$ cat config.mk
export PLATFORM = sky130hd
export DESIGN_NAME = ram512_initiator
export DESIGN_NICKNAME = d
export VERILOG_FILES = /design/src/rtl/mem_pkg.sv /design/src/rtl/ram512_initiator.sv
export SDC_FILE = /design/constraint.sdc
export NUM_CORES = 1
export LEC_CHECK = 0
export ABC_AREA = 0
export BUFFER_PORTS_ARGS = -buffer_cell sky130_fd_sc_hd__buf_2
export CAP_MARGIN = 10
export CORE_AREA = 2 2 95 97
export DETAILED_ROUTE_END_ITERATION = 12
export DIE_AREA = 0 0 97 99
export PLACE_DENSITY_LB_ADDON = 0.05
export SYNTH_ARGS = -nofsm -noshare
export SYNTH_HDL_FRONTEND = slang
export SYNTH_SLANG_ARGS = --single-unit
$ cat constraint.sdc
create_clock -name clock -period 3.9 [get_ports clock]
set_input_delay 0.585 -clock clock [delete_from_list [all_inputs] [get_ports clock]]
set_output_delay 0.585 -clock clock [all_outputs]
set_load 0.01 [all_outputs]
$ cat src/rtl/mem_pkg.sv
// Shared definitions for the ram512 request/response initiator.
package mem_pkg;

  localparam int unsigned RAM_ADDR_W        = 9;
  localparam int unsigned RAM_DATA_W        = 32;
  localparam int unsigned ACCESS_CYCLES_MAX = 15;
  localparam int unsigned CNT_W             = 4;

  typedef enum logic [2:0] {
    IDLE    = 3'd0,
    SETUP   = 3'd1,
    STROBE  = 3'd2,
    RECOVER = 3'd3,
    RESP    = 3'd4
  } state_t;

endpackage

$ cat src/rtl/ram512_initiator.sv
// Sequences a level-strobed ram512 access from a valid/ready request and
// returns the result on a valid/ready response channel.
module ram512_initiator
  import mem_pkg::*;
#(
  parameter int unsigned ADDR_W        = RAM_ADDR_W,
  parameter int unsigned DATA_W        = RAM_DATA_W,
  parameter int unsigned ACCESS_CYCLES = 1
) (
  input  logic              clock,
  input  logic              reset_n,
  input  logic              req_valid,
  output logic              req_ready,
  input  logic              req_write,
  input  logic [ADDR_W-1:0] req_addr,
  input  logic [DATA_W-1:0] req_wdata,
  output logic              rsp_valid,
  input  logic              rsp_ready,
  output logic [DATA_W-1:0] rsp_rdata,
  output logic [ADDR_W-1:0] mem_address,
  output logic [DATA_W-1:0] mem_data_in,
  input  logic [DATA_W-1:0] mem_data_out,
  output logic              mem_read,
  output logic              mem_write
);

  if (ACCESS_CYCLES < 1 || ACCESS_CYCLES > ACCESS_CYCLES_MAX) begin : g_bad_access_cycles
    $error("ram512_initiator: ACCESS_CYCLES must be in 1..15");
  end

  state_t           state;
  state_t           state_next;
  logic [CNT_W-1:0] cnt;
  logic [CNT_W-1:0] cnt_next;
  logic             wr_q;
  logic             accept_c;
  logic             last_strobe_c;

  assign accept_c      = (state == IDLE) && req_valid;
  assign last_strobe_c = (state == STROBE) && (cnt <= CNT_W'(1));

  // Next state and strobe down-counter.
  always_comb begin
    state_next = state;
    cnt_next   = cnt;
    case (state)
      IDLE: begin
        if (req_valid) state_next = SETUP;
      end
      SETUP: begin
        state_next = STROBE;
        cnt_next   = CNT_W'(ACCESS_CYCLES);
      end
      STROBE: begin
        if (last_strobe_c) begin
          state_next = RECOVER;
          cnt_next   = '0;
        end else begin
          cnt_next = cnt - CNT_W'(1);
        end
      end
      RECOVER: begin
        state_next = RESP;
      end
      RESP: begin
        if (rsp_ready) state_next = IDLE;
      end
      default: begin
        state_next = IDLE;
        cnt_next   = '0;
      end
    endcase
  end

  always_ff @(posedge clock or negedge reset_n) begin
    if (!reset_n) begin
      state <= IDLE;
      cnt   <= '0;
    end else begin
      state <= state_next;
      cnt   <= cnt_next;
    end
  end

  // Outputs are decoded from the next state so every strobe is a clean flop output.
  always_ff @(posedge clock or negedge reset_n) begin
    if (!reset_n) begin
      req_ready   <= 1'b1;
      rsp_valid   <= 1'b0;
      rsp_rdata   <= '0;
      mem_address <= '0;
      mem_data_in <= '0;
      mem_read    <= 1'b0;
      mem_write   <= 1'b0;
      wr_q        <= 1'b0;
    end else begin
      req_ready <= (state_next == IDLE);
      rsp_valid <= (state_next == RESP);
      mem_read  <= (state_next == STROBE) && !wr_q;
      mem_write <= (state_next == STROBE) && wr_q;
      if (accept_c) begin
        wr_q        <= req_write;
        mem_address <= req_addr;
        mem_data_in <= req_wdata;
      end
      // ram512 zeroes data_out once the strobe drops, so sample on the final strobe edge.
      if (last_strobe_c && !wr_q) begin
        rsp_rdata <= mem_data_out;
      end
      if ((state == RECOVER) && wr_q) begin
        rsp_rdata <= '0;
      end
    end
  end

endmodule

==> results of run 1 <==
placed cells by master, fill, tap and decap left out, types with 2 or more instances in the layout:
cell type  instances
a211o_1            2
a21oi_1            3
a31oi_1            2
buf_2            153
buf_4              6
bufinv_16          3
clkbuf_8          11
dfrtp_1           83
ha_1               2
inv_1              4
mux2_1             3
mux2_4            39
nand2_1           37
nand2b_1           3
nand4_1           32
nor2_2             2
nor2b_1           32
nor2b_2            2
o21ai_0           32
o21ai_1            3
o221ai_1           2
o221ai_2          30
or4_1              2
path summary, 6_finish.rpt:
path / startpoint / end / slack (ns)
min in group clock: req_wdata[9] / mem_data_in[9]$_DFFE_PN0P_ / 0.46
hold reg to reg: mem_data_in[31]$_DFFE_PN0P_ / mem_data_in[31]$_DFFE_PN0P_ / 0.49
setup reg to reg: cnt[0]$_DFFE_PN0N_ / rsp_rdata[1]$_DFFE_PN0P_ / 1.40
max in group asynchronous: reset_n / wr_q$_DFFE_PN0P_ / 2.74
hold / removal: reset_n / mem_data_in[15]$_DFFE_PN0P_ / 0.42
setup / recovery: cnt[0]$_DFFE_PN0N_ / rsp_rdata[1]$_DFFE_PN0P_ / 1.40
area by class of cell:
| cell class | count | area, µm² |
|---|---|---|
| clock buffers | 11 | 151 |
| multi-input cells | 244 | 2070 |
| fillers | 713 | 3130 |
| well taps | 108 | 135 |
| inverters | 5 | 18.8 |
| repair buffers | 159 | 811 |
| flip-flops and latches | 85 | 2130 |
| clock inverters | 5 | 106 |
sequential cells by signal, summed over array words and instances, names as in the netlist, 3 cells and up:
name and count:
cnt 4, mem_address 9, mem_data_in 32, rsp_rdata 32, state 3
where the power goes:
part           internal (mW)  switching [mW]
logic                   1.09            1.29
clock network          0.462           0.318
registers               1.27           0.328
critical path, cell delays in order (launching register included):
cell      delay (ns)
dfrtp_1         0.44
inv_1           0.08
ha_1            0.17
or2_1           0.10
buf_4           0.36
and3b_2         0.93
o221ai_1        0.24
cell families (layout without fill, tap and decap cells):
logic type / count (synthesis) / after routing / share of synthesized area, %
AOI/OAI and AO/OA: 83 / 83 / 17.1
adders and majority gates: 2 / 2 / 0.556
buffers and inverters: 47 / 180 / 6.84
DFF: 85 / 85 / 47.3
muxes: 42 / 42 / 13.8
and+or+nand+nor: 117 / 117 / 14.5
metal layers:
metal | vias up | global-route usage, %
met1 | 1687 | 30.8
met3 | 11 | 3.90
met2 | 117 | 32.0
met5 | - | 0
li1 | 1630 | -
met4 | 0 | 7.04
==> metrics.cfg, run 1 <==
[detailed_routing]
top_layer_used=met4
drt-met1-wl_um=4770
drtAntennaViolNets=0
viasPerCell=5.58
vias=3445
wl_per_cell_um=16.6
dr_wl_met2_um=4790
wl_met3_um=551
drtPass1Iterations=4
drt_wl_total_um=10300
drc=0
drt_iter0_drc=249

[sta]
timing.hold.ws_ns=0.416
fin_crit_sh_pct=64.2
finalSetupViolCount=0
fin_ws_ns=1.40
timing.fmax_mhz=400
slew_headroom_pct=22.0
fin_skew_ns=0.0119
slew_violations=0
rsz0062_at_grt=false
hold_viol=0
period_minus_slack_ns=2.50
tightest_slew_ns=1.16
tns_ns=0

[synth]
synth_ff_type=dfrtp_1
seq_area_frac_synth_pct=47.3
yosysMostFrequentCell=dfrtp_1
synth.area.top_cells=dfrtp_1 47%, mux2_4 13%, o221ai_2 10%
ys_types=42
yosysTopAreaCell=dfrtp_1
syn_area_um2=4500
synth_seq_cells=85
synth-edff-count=0
synth_top_area_share_pct=46.7
syn_nets=456
synth_top_cells_by_count=84 x dfrtp_1, 39 x mux2_4, 37 x nand2_1
yosys_warnings=0
syn_area_per_cell_um2=12.0
synthArstFlopShare_pct=100
synth_cells=376

[placed_design]
dp_hpwl_um=6210
dpl.cell_count=601
placed_area_um2=5170
place_congestion=0.751
port_buffers=154
post-place-ws_ns=1.40

[worst_setup_path]
reg2reg_depth=6
critPathCaptureType=flop
worstPathArrival_ns=2.68
critPathLaunchType=flop
crit_required_ns=4.07
criticalPathCategory=reg -> reg
cp_max_fo=37

[grt]
grt_pass1_vias=3332
grt_pass1_wl_um=16700
overflow=0
antenna_found_initial=0
grt_max_degree=86
track_usage_pct=21.1

[clock_tree]
htreeDepth=3
cts_resized=0
clk_path_buf_depth=2
clock_insertion_delay_worst_skew_ns=0.34
cts_sinks=85
cts_tree=built
clkSlewWorstSetupHoldPaths_ns=0.09
ctsRootBufferMaster=clkbuf_8
ctsHoldBuffers=0
cts_setup_buffers=0
numCtsBuffers=9

[die]
start_util_pct=52.6
dieHeight_um=99
die-area_um2=9600
rows=34
die-width_um=97
io_pins=155
core_um2=8550

[finish]
final_util_pct=63.4
final_area_um2=5420
fin_nets=584
fin_cells=617
diodes=0
area_growth_pct=20.5
drive_above_1_share_pct=49.9

[power]
p_leak_nw=2.44
peakVddDrop_mv=0.376
pwr_density_cell_nw_per_um2=877
totalPowerFinal_mw=4.76

[run]
maxCapViolCount=0

[hold_path]
min_path_type=in -> async

[outcome]
status=completed

Note: power is estimated with default switching activity, not from simulation.
==> inputs of run 2 (changes only) <==
ABC_AREA = 1   (was 0)
CORE_AREA = 2 2 94 96   (was 2 2 95 97)
DIE_AREA = 0 0 96 98   (was 0 0 97 99)
clock period = 2 ns   (was 3.9 ns; I/O delays follow)
==> metrics.cfg, run 2 <==
[worst_setup_path]
slowest_stage=dfrtp_1
critPathLaunchType=flop
criticalPathCategory=reg -> reg
crit_top_cell=nand2_1
critPathBufInv=1  ; -1
regToRegSetupSlack_ns=0.32  ; -1.08 ns
critPathCaptureType=flop
cp_max_fo=32  ; -14%
path_cells=inv_1, ha_1, nor2_1, nor2_2, nand2_4, nor2_8, nand2_1, nand2_1
crit_required_ns=2.27  ; -1.80 ns
critPathMaxStageDelay_ns=0.40  ; -0.53 ns
worstPathArrival_ns=1.95  ; -0.73 ns
crit_family=simple AND/OR/NAND/NOR gates

[sta]
tightest_slew_ns=0.661  ; -0.503 ns
tns_ns=0  ; unchanged
finalSetupViolCount=0  ; unchanged
slew_violations=0  ; unchanged
hold_viol=0  ; unchanged
slew_headroom_pct=55.9  ; +34 points
period_minus_slack_ns=1.68  ; -0.822 ns
rsz0062_at_grt=false
fin_crit_sh_pct=84.0  ; +20 points
timing.fmax_mhz=595  ; +49%
timing.hold.ws_ns=0.151  ; -0.265 ns
fin_skew_ns=0.0146  ; +0.00268 ns

[clock_tree]
cts_sinks=85  ; unchanged
cts_tree=built
ctsRootBufferMaster=clkbuf_8
numCtsBuffers=9  ; unchanged
clk_path_buf_depth=2  ; unchanged
clkSlewWorstSetupHoldPaths_ns=0.09  ; about the same
cts_setup_buffers=0  ; unchanged
clock_insertion_delay_worst_skew_ns=0.34  ; about the same
cts_resized=0  ; unchanged
htreeDepth=3  ; unchanged
ctsHoldBuffers=1  ; +1

[finish]
diodes=0  ; unchanged
layout_commonest_cell=buf_2
drive_above_1_share_pct=34.4  ; -16 points
area_growth_pct=32.5
fin_nets=613  ; +5.0%
reg.largest.list=mem_data_in x32, rsp_rdata x32, mem_address x9
fillCellCount=821  ; +15%
layout_common_cells=153 x buf_2, 120 x nand2_1, 84 x dfrtp_1

[grt]
grt_pass1_vias=2700  ; -19%
overflow=0  ; unchanged
antenna_found_initial=0  ; unchanged
track_usage_pct=16.8  ; -4.3 points
grt_max_degree=84  ; -2.3%
grt_pass1_wl_um=12400  ; -26%

[detailed_routing]
vias=2894  ; -16%
viasPerCell=4.48  ; -20%
drtPass1Iterations=4  ; unchanged
drt_iter0_drc=113  ; -55%
drt_wl_total_um=7580  ; -26%
wl_per_cell_um=11.7  ; -29%
drtAntennaViolNets=0  ; unchanged
drc=0  ; unchanged

[die]
dieHeight_um=98  ; -1.0%
start_util_pct=40.8  ; -12 points
core_um2=8470  ; -1.0%
io_pins=155  ; unchanged
die-area_um2=9410  ; -2.0%
die-width_um=96  ; -1.0%
rows=34  ; unchanged

[synth]
synth_cells=379  ; +0.80%
syn_nets=459  ; +0.66%
yosys_warnings=0  ; unchanged
synth_seq_cells=85  ; unchanged
syn_area_per_cell_um2=9.12  ; -24%
synth.area.top_cells=dfrtp_1 61%, nand2_1 13%, nand3_1 5.8%
ys_types=24  ; -43%
synth_ff_type=dfrtp_1
yosysMostFrequentCell=nand2_1
synth_top_area_share_pct=60.8  ; +14 points
synthArstFlopShare_pct=100  ; unchanged
synth_top_cells_by_count=120 x nand2_1, 84 x dfrtp_1, 48 x inv_1
syn_area_um2=3460  ; -23%
synth-edff-count=0  ; unchanged
seq_area_frac_synth_pct=61.6  ; +14 points
yosysTopAreaCell=dfrtp_1

[run]
maxCapViolCount=0  ; unchanged

[placed_design]
place_congestion=0.791  ; +5.4%
dp_hpwl_um=5410  ; -13%
port_buffers=154  ; unchanged

[hold_path]
min_path_type=in -> reg

[power]
peakVddDrop_mv=0.550  ; +46%
p_leak_nw=2.73  ; +12%
pwr_density_cell_nw_per_um2=1470  ; +68%

[outcome]
status=completed

run 2: changes by cell type after synthesis, sizes merged, moves of 15 or more:
cell / before / now
clkbuf: 22 / 7
inv: 5 / 50
mux2: 42 / 0
nand2: 37 / 122
nand3: 1 / 41
nand4: 32 / 3
nor2b: 34 / 0
o221ai: 32 / 0
run 2: layer usage:
layer / GRT usage, % / wire (µm)
met4: 4.73 / 104
met2: 25.9 / 3310
met1: 21.3 / 3400
met3: 7.79 / 765
met5: 0 / 0
run 2: logic make-up after synthesis:
family          after synthesis  synth area share (%)
compound gates               46                  6.73
flops                        85                  61.6
buf+inv                      68                  8.61
fa+ha+maj                     2                 0.724
simple gates                178                  22.4
run 2: layout make-up:
cell class                      count  area (µm²)  share of cell area [%]
Timing Repair Buffer              161         841                    18.4
Sequential cell                    85        2130                    46.5
Multi-Input combinational cell    226        1030                    22.5
Inverter                           50         188                    4.10
Tap cell                          108         135                    2.95
Clock inverter                      5         125                    2.73
Clock buffer                       11         131                    2.87
run 2: path summary, 6_finish.rpt:
| kind | from | to | cells past startpoint |
|---|---|---|---|
| max | cnt[0]$_DFFE_PN0N_ | rsp_rdata[18]$_DFFE_PN0P_ | 8 |
| min | mem_data_out[10] | rsp_rdata[10]$_DFFE_PN0P_ | 3 |
| max reg2reg | cnt[0]$_DFFE_PN0N_ | rsp_rdata[18]$_DFFE_PN0P_ | 8 |
| min reg2reg | mem_data_in[17]$_DFFE_PN0P_ | mem_data_in[17]$_DFFE_PN0P_ | 2 |
| max in group asynchronous | reset_n | rsp_rdata[28]$_DFFE_PN0P_ | 3 |
| min in group asynchronous | reset_n | rsp_rdata[14]$_DFFE_PN0P_ | 2 |
run 2: power by group:
group / leakage [nW] / total (mW) / switching (mW) / internal (mW)
Clock: 0.128 / 1.53 / 0.577 / 0.956
Combinational: 1.51 / 2.41 / 1.46 / 0.949
Sequential: 1.09 / 2.80 / 0.382 / 2.41
Total: 2.73 / 6.74 / 2.42 / 4.32
run 2: tightest hold or removal path, stage by stage:
cell and delay, ns:
buf_2 0.07, nand2_1 0.04, nand2_1 0.05
run 2: per-stage QoR:
stage / util, % / setup WS (ns) / cells / instance area (µm²) / total power, mW
global route: 54.1 / 0.127 / 646 / 4580 / 7.35
finish: 54.1 / 0.321 / 646 / 4580 / 6.74
floorplan: - / 0.574 / 379 / 3460 / 4.33
CTS: 54.1 / 0.304 / 646 / 4580 / 6.86
global placement: 50.9 / 0.396 / 629 / 4310 / 5.23
detailed placement: 50.9 / 0.333 / 629 / 4310 / 5.30
==> inputs of run 3 (changes only) <==
clock period = 1.4 ns   (was 2 ns; I/O delays follow)
==> metrics.cfg, run 3 (synthesized netlist as in run 2, its figures left out) <==
[finish]
multi_input_area_um2=1140  ; +11%
layout_common_cells=153 x buf_2, 96 x nand2_1, 84 x dfrtp_1
ff_latch_area_um2=2130  ; unchanged
drive_above_1_share_pct=41.6  ; +7.2 points
layout_commonest_cell=buf_2
area_growth_pct=39.6
reg.largest.list=mem_data_in x32, rsp_rdata x32, mem_address x9
fin_nets=627  ; +2.3%
final_util_pct=57.0  ; +2.9 points
diodes=0  ; unchanged
fillCellCount=818  ; -0.37%

[worst_setup_path]
slowest_stage=dfrtp_1
critPathLaunchType=flop
crit_top_cell=nand2_1
path_cells=inv_2, ha_4, nor2_2, nor2_4, nand2_4, nor2_8, clkbuf_16, nand2_1, nand2_1
cp_max_fo=6  ; -81%
timing.rr.end=rsp_rdata[16]$_DFFE_PN0P_
critPathCaptureType=flop
crit_required_ns=1.68  ; -0.59 ns
worstPathArrival_ns=1.78  ; -0.17 ns
r2r_start=cnt[0]$_DFFE_PN0N_
critPathMaxStageDelay_ns=0.44  ; +0.04 ns
criticalPathCategory=reg -> reg
regToRegSetupSlack_ns=-0.1  ; -0.42 ns
reg2reg_depth=9  ; +1

[detailed_routing]
drc=0  ; unchanged
drt_iter0_drc=144  ; +27%
wl_per_cell_um=12.6  ; +7.5%
viasPerCell=4.53  ; +1.2%
drtAntennaViolNets=0  ; unchanged
drtPass1Iterations=4  ; unchanged
drt_wl_total_um=8320  ; +9.7%
vias=2987  ; +3.2%

[sta]
tightest_slew_ns=0.413  ; -0.248 ns
rsz0062_at_grt=true
tns_ns=-2.38  ; -2.38 ns
slew_violations=0  ; unchanged
period_minus_slack_ns=1.50  ; -0.180 ns
hold_viol=0  ; unchanged
slew_headroom_pct=72.5  ; +17 points
timing.fmax_mhz=667  ; +12%
fin_crit_sh_pct=107  ; +23 points
fin_ws_ns=-0.0992  ; -0.420 ns
fin_skew_ns=0.0110  ; -0.00365 ns
finalSetupViolCount=32  ; +32
timing.hold.ws_ns=0.0611  ; -0.0899 ns

[grt]
grt_max_degree=84  ; unchanged
overflow=0  ; unchanged
antenna_found_initial=0  ; unchanged
grt_pass1_vias=2766  ; +2.4%
grt_pass1_wl_um=12800  ; +3.2%
track_usage_pct=17.2  ; +0.39 points

[hold_path]
min_path_type=in -> reg
whs_path_depth=2  ; -1
min_delay_worst_endpoint=rsp_valid$_DFF_PN0_
worst_hold_startpoint=rsp_ready

[clock_tree]
cts_tree=built
clkSlewWorstSetupHoldPaths_ns=0.09  ; about the same
ctsRootBufferMaster=clkbuf_8
clk_path_buf_depth=2  ; unchanged
htreeDepth=3  ; unchanged
clock_insertion_delay_worst_skew_ns=0.34  ; about the same
numCtsBuffers=9  ; unchanged
cts_sinks=85  ; unchanged

[die]
die-width_um=96  ; unchanged
core_um2=8470  ; unchanged
dieHeight_um=98  ; unchanged
die-area_um2=9410  ; unchanged
start_util_pct=40.8  ; unchanged
rows=34  ; unchanged
io_pins=155  ; unchanged

[outcome]
violations=setup timing
status=finished with violations

[power]
totalPowerFinal_mw=9.56  ; +42%
pwr_density_cell_nw_per_um2=1980  ; +35%
p_leak_nw=2.82  ; +3.4%
peakVddDrop_mv=0.888  ; +61%

[run]
maxCapViolCount=0  ; unchanged

[placed_design]
place_congestion=0.733  ; -7.4%
port_buffers=154  ; unchanged
dp_hpwl_um=5530  ; +2.3%
post-place-ws_ns=-0.0381  ; -0.371 ns

-- run 3: metrics by stage --
step / cell area (µm²) / std cells
floorplan: 3460 / 379
global placement: 4450 / 638
detailed placement: 4450 / 638
CTS: 4620 / 654
global route: 4830 / 659
finish: 4830 / 659
-- run 3: what timing repair did --
item	4_1_cts	5_1_grt
hold buffers	1	0
endpoints found under the setup margin	34	50
buffers inserted	0	1
resized for setup	0	36
cloned	0	4
hold endpoints to repair	25	0
pin swaps	1	24
-- run 3: how the worst max path moves through the flow --
stage,slack (ns),to,start
2_1_floorplan,0.001,rsp_rdata[10]$_DFFE_PN0P_,cnt[0]$_DFFE_PN0N_
3_3_place_gp,-0.003,rsp_rdata[15]$_DFFE_PN0P_,cnt[1]$_DFFE_PN0N_
3_5_place_dp,-0.04,rsp_rdata[28]$_DFFE_PN0P_,cnt[1]$_DFFE_PN0N_
4_1_cts,-0.05,rsp_rdata[6]$_DFFE_PN0P_,cnt[0]$_DFFE_PN0N_
5_1_grt,-0.18,rsp_rdata[8]$_DFFE_PN0P_,cnt[0]$_DFFE_PN0N_
6_report,-0.1,rsp_rdata[16]$_DFFE_PN0P_,cnt[0]$_DFFE_PN0N_
-- run 3: where the power goes --
group | total [mW] | internal [mW] | switching, mW
Sequential | 3.98 | 3.45 | 0.528
Clock | 1.52 | 0.679 | 0.844
Combinational | 4.06 | 1.74 | 2.32
Total | 9.56 | 5.87 | 3.69
-- run 3: metal layers --
| metal | GRT usage [%] | share of wire [%] |
|---|---|---|
| met2 | 26.4 | 47 |
| met5 | 0 | 0 |
| met4 | 6.59 | 0.63 |
| met1 | 22.6 | 44 |
| met3 | 5.48 | 8.1 |
-- run 3: area by class of cell --
cell class	instances	area share, %
Clock buffer	11	2.93
Clock inverter	4	0.518
Inverter	50	3.89
Multi-Input combinational cell	226	23.6
Sequential cell	85	44.1
Tap cell	108	2.80
Timing Repair Buffer	175	22.1
-- run 3: critical path: cells and delay by family, from the launching register on --
kind	cells	cell delay [ns]
AND/OR/NAND/NOR	6	0.58
flip-flops	1	0.44
buffers and inverters	2	0.29
adder cells (fa/ha/maj)	1	0.13
